**config.mk**
```make
export PLATFORM = sky130hd
export DESIGN_NAME = serial_add_ctrl_flat
export DESIGN_NICKNAME = d
export VERILOG_FILES = /design/src/rtl/serial_add_ctrl_if.sv /design/src/rtl/serial_add_ctrl.sv /design/src/flat_wrapper.sv
export SDC_FILE = /design/constraint.sdc
export NUM_CORES = 1
export LEC_CHECK = 0
export CAP_MARGIN = 15
export CORE_ASPECT_RATIO = 1.75
export CORE_MARGIN = 3
export CORE_UTILIZATION = 50
export DETAILED_ROUTE_END_ITERATION = 10
export PLACE_DENSITY = 0.88
export SYNTH_ARGS = -nofsm -noshare
export SYNTH_HDL_FRONTEND = slang
export SYNTH_SLANG_ARGS = --single-unit
```
**constraint.sdc**
```tcl
create_clock -name clk -period 1.6 [get_ports clk]
set_input_delay 0.32 -clock clk [delete_from_list [all_inputs] [get_ports clk]]
set_output_delay 0.32 -clock clk [all_outputs]
set_load 0.02 [all_outputs]
```
**src/rtl/serial_add_ctrl_if.sv**
```systemverilog
// serial_add_ctrl_if: request/result bundle for the bit-serial adder.
//   start, sub, a, b, cin : operation request, sampled when the block is idle
//   busy, done            : progress / single-cycle result-valid pulse
//   sum, cout, ovf        : result, held until the next accepted start
// master = requester side, slave = serial_add_ctrl side.
interface serial_add_ctrl_if #(
  parameter int WIDTH = 8
);
  logic             start;
  logic             sub;
  logic [WIDTH-1:0] a;
  logic [WIDTH-1:0] b;
  logic             cin;
  logic             busy;
  logic             done;
  logic [WIDTH-1:0] sum;
  logic             cout;
  logic             ovf;

  modport master (output start, sub, a, b, cin,
                  input  busy, done, sum, cout, ovf);
  modport slave  (input  start, sub, a, b, cin,
                  output busy, done, sum, cout, ovf);
endinterface

```
**src/rtl/serial_add_ctrl.sv**
```systemverilog
// serial_add_ctrl: bit-serial add/subtract, LSB first, one full adder.
//   clk   : rising-edge clock
//   rst_n : asynchronous active-low reset
//   bus   : serial_add_ctrl_if.slave (start/sub/a/b/cin in,
//           busy/done/sum/cout/ovf out)
// Timeline: start accepted at edge 0, bits produced at edges 1..WIDTH,
// one DONE cycle after edge WIDTH, back to IDLE at edge WIDTH+1.

// 1-bit full adder; the only arithmetic cell in the datapath.
module serial_add_fa (
  input  logic i_x,
  input  logic i_y,
  input  logic i_c,
  output logic o_s,
  output logic o_c
);
  assign o_s = i_x ^ i_y ^ i_c;
  assign o_c = (i_x & i_y) | (i_x & i_c) | (i_y & i_c);
endmodule

module serial_add_ctrl #(
  parameter int WIDTH = 8
) (
  input  logic            clk,
  input  logic            rst_n,
  serial_add_ctrl_if.slave bus
);
  localparam int CW = $clog2(WIDTH + 1);

  typedef enum logic [1:0] {S_IDLE, S_RUN, S_DONE} state_t;

  state_t           r_state, w_next;
  logic [WIDTH-1:0] r_a, r_b, r_sum;
  logic             r_carry;
  logic             r_cmsb;   // carry into the MSB, kept for overflow
  logic [CW-1:0]    r_cnt;
  logic             w_load, w_step, w_last;
  logic             w_busy, w_done;
  logic             w_s, w_c;

  serial_add_fa u_fa (
    .i_x (r_a[0]),
    .i_y (r_b[0]),
    .i_c (r_carry),
    .o_s (w_s),
    .o_c (w_c)
  );

  // Counter holds the number of bits already produced.
  assign w_last = (r_cnt == CW'(WIDTH - 1));

  always_ff @(posedge clk or negedge rst_n) begin
    if (!rst_n) r_state <= S_IDLE;
    else        r_state <= w_next;
  end

  always_comb begin
    w_next = r_state;
    w_load = 1'b0;
    w_step = 1'b0;
    w_busy = 1'b0;
    w_done = 1'b0;
    case (r_state)
      S_IDLE: begin
        if (bus.start) begin
          w_next = S_RUN;
          w_load = 1'b1;
        end
      end
      S_RUN: begin
        w_busy = 1'b1;
        w_step = 1'b1;
        if (w_last) w_next = S_DONE;
      end
      S_DONE: begin
        w_busy = 1'b1;
        w_done = 1'b1;
        w_next = S_IDLE;
      end
      default: w_next = S_IDLE;
    endcase
  end

  // Subtract is a + ~b + 1: invert b on load and seed the carry with 1.
  always_ff @(posedge clk or negedge rst_n) begin
    if (!rst_n) begin
      r_a     <= '0;
      r_b     <= '0;
      r_sum   <= '0;
      r_carry <= 1'b0;
      r_cmsb  <= 1'b0;
      r_cnt   <= '0;
    end else if (w_load) begin
      r_a     <= bus.a;
      r_b     <= bus.sub ? ~bus.b : bus.b;
      r_sum   <= '0;
      r_carry <= bus.sub | bus.cin;
      r_cmsb  <= 1'b0;
      r_cnt   <= '0;
    end else if (w_step) begin
      r_a     <= r_a >> 1;
      r_b     <= r_b >> 1;
      r_sum   <= {w_s, r_sum[WIDTH-1:1]};
      r_carry <= w_c;
      r_cnt   <= r_cnt + CW'(1);
      if (w_last) r_cmsb <= r_carry;
    end
  end

  // Result registers only move while loading or stepping, so they hold
  // from DONE until the next accepted start.
  assign bus.busy = w_busy;
  assign bus.done = w_done;
  assign bus.sum  = r_sum;
  assign bus.cout = r_carry;
  assign bus.ovf  = r_cmsb ^ r_carry;
endmodule

```
**src/flat_wrapper.sv**
```systemverilog
// flat-port wrapper written by rule: the top's interface ports become plain ports
module serial_add_ctrl_flat 
#(
  parameter int WIDTH = 8
)
  (clk, rst_n, bus_start, bus_sub, bus_a, bus_b, bus_cin, bus_busy, bus_done, bus_sum, bus_cout, bus_ovf);
  serial_add_ctrl_if #(.WIDTH(WIDTH)) bus_i ();
  input  logic clk;
  input  logic rst_n;
  input wire logic [$bits(bus_i.start)-1:0] bus_start;
  input wire logic [$bits(bus_i.sub)-1:0] bus_sub;
  input wire logic [$bits(bus_i.a)-1:0] bus_a;
  input wire logic [$bits(bus_i.b)-1:0] bus_b;
  input wire logic [$bits(bus_i.cin)-1:0] bus_cin;
  output wire logic [$bits(bus_i.busy)-1:0] bus_busy;
  output wire logic [$bits(bus_i.done)-1:0] bus_done;
  output wire logic [$bits(bus_i.sum)-1:0] bus_sum;
  output wire logic [$bits(bus_i.cout)-1:0] bus_cout;
  output wire logic [$bits(bus_i.ovf)-1:0] bus_ovf;
  assign bus_i.start = bus_start;
  assign bus_i.sub = bus_sub;
  assign bus_i.a = bus_a;
  assign bus_i.b = bus_b;
  assign bus_i.cin = bus_cin;
  assign bus_busy = bus_i.busy;
  assign bus_done = bus_i.done;
  assign bus_sum = bus_i.sum;
  assign bus_cout = bus_i.cout;
  assign bus_ovf = bus_i.ovf;
  serial_add_ctrl #(.WIDTH(WIDTH)) u_core (.clk(clk), .rst_n(rst_n), .bus(bus_i));
endmodule
```
==> impl_metrics.ini <==
[sta]
fmax_ghz = 0.658
slew_violations = 0
slew_headroom = 0.742
tightest_slew_ps = 387
final-setup-viol-count = 0
fin_crit_sh = 0.950
period_minus_slack_ps = 1520
skew_ps = 7.83
rsz0062_at_grt = false
tns_ps = 0
setup_ws_ps = 80.6
hold_slack_ps = 411
hold_viol = 0

[cts]
cts.sinks = 32
clk_path_buf_depth = 2
worstSkewPairLatency_ps = 290
postCtsHoldBufs = 0
path_clk_slew_ps = 70
post-cts-setup-buffer-count = 0
cts_root_buf = clkbuf_8
cts_buffers = 5
htree_levels = 2
cts_tree = built

[routing]
ant_nets = 0
drc = 0
routed_wl_mm = 3.03
firstDrtPassIters = 4
route.detailed.wl_per_inst_um = 13.1
first_iter_violations = 16
via_count = 1133
viasPerCell = 4.90

[critical_path]
reg2reg_to = u_core.r_cnt[3]
worstPathRequired_ps = 1280
r2r_start = u_core.r_state[1]
end_kind = output port
crit_fanout = 3
r2r.worst_path.cells = 7
crit_type = reg2out
arrival_ps = 1200
start_kind = flop
rrSetupSlack_ps = 140

[place]
placed_area_sq_mm = 0.00204
gp_congestion = 0.790
port_buffers = 32
pre_cts_slack_ps = -43.7
dp_cells = 223
dp_hpwl_mm = 2.23

[synthesis]
syn_nets = 176
synthCells = 149
synth_cell_types = 26
synth-seq-area-share = 0.473
synth_edf_count = 0
postSynth.asyncResetShare = 1.00
syn_area_sq_mm = 0.00169
avgSynthCellArea_sq_um = 11.4
synth_warnings = 0
synth_flop_cell = dfrtp_1
synth-seq-cells = 32

[layout]
syn2layout_area_growth_pct = 25.1
fin_area_sq_mm = 0.00212
layout_commonest_cell = dfrtp_1
layout_common_cells = dfrtp_1, mux2i_1, clkdlybuf4s50_1, nand2_1, nor2_1
fin_cells = 231
num_antenna_cells = 0
finish.utilization = 0.660
drive_above_1_share = 0.170
finalNetCount = 214
fillCellCount = 256

[power_and_ir_drop]
leakage_nw = 1.05
irDropWorstVdd_v = 0.000938
powerDensity_mw_per_mm2 = 1800
p_total_mw = 3.81

[floorplanning]
ios = 33
design.core.area_sq_mm = 0.00321
start_util = 0.527
fp.dieW_um = 50.0
die_y_um = 82.9
num_rows = 27
dieArea_sq_mm = 0.00414

[status]
status = finished clean

[worst_hold_path]
hold_path.class = in2async

[grt]
antenna_found_initial = 0
globalRoute.totalOverflow = 0
grt_pass1_wl_mm = 5.27
grt_max_degree = 43
grt_usage = 0.170
grt_pass1_vias = 1178

[run]
maxCapViolCount = 0
worst max-delay path, stage by stage, from the launching register on:
cell and delay, ps:
dfrtp_1 390, inv_1 110, ha_1 250, buf_2 160
how the worst max path moves through the flow:
stage	from	end	slack [ps]	cells past startpoint
finish	u_core.r_state[0]	bus_busy	80	3
global route	u_core.r_state[0]	bus_busy	20	3
CTS	u_core.bus.sum[0]	bus_sum[0]	10	1
detailed placement	u_core.r_state[0]	bus_busy	-40	3
global placement	bus_start	u_core.r_state[0]	30	4
floorplan	u_core.bus.cout	u_core.bus.sum[7]	250	3
cells in the mapped netlist (all sizes together), types with 2 or more instances:
cell type  instances  area share
nand2             19       0.042
a21oi              2      0.0081
inv                5       0.011
dfrtp             32        0.47
nand3b             3       0.013
ha                 5       0.037
xor2              10       0.052
nor2              13       0.029
xnor2              2       0.010
buf               10       0.070
mux2i             23        0.14
o21ai             16       0.070
layer usage:
layer,global-route usage,vias up,share of wire
li1,-,571,-
met1,0.180,531,0.38
met2,0.291,23,0.54
met3,0.0575,8,0.047
met4,0.0831,0,0.026
met5,0,-,0
cell families after synthesis:
kind of cell,Yosys count,synth area share
DFF,32,0.473
adders and majority gates,6,0.0488
AOI/OAI and AO/OA,20,0.0858
xor gates and xnor gates,12,0.0621
muxes,24,0.145
and+or+nand+nor,40,0.104
buffers and inverters,15,0.0806
what timing repair did:
action,CTS,global route
resized for setup,15,3
hold endpoints to repair,0,0
setup endpoints to repair,11,4
registers in the layout (all words and copies together), names as in the netlist:
signal           cells
u_core.r_cnt         4
u_core.r_state       2
u_core.r_a           8
u_core.r_cmsb        1
u_core.r_b           8
u_core.bus.cout      1
u_core.bus.sum       8
power by group:
part,switching [mW],internal [mW]
Sequential,0.210,1.15
Clock,0.293,0.342
Combinational,0.954,0.868
Total,1.46,2.36
layout make-up:
cell class              count  area (sq um)  area share
flip-flops and latches     32           801       0.378
multi-input cells         102           757       0.358
repair buffers             41           394       0.186
clock buffers               6          82.6      0.0390
well taps                  43          53.8      0.0254
inverters                   5          18.8     0.00887
clock inverters             2          10.0     0.00473
Note: power is estimated with default switching activity, not from simulation.
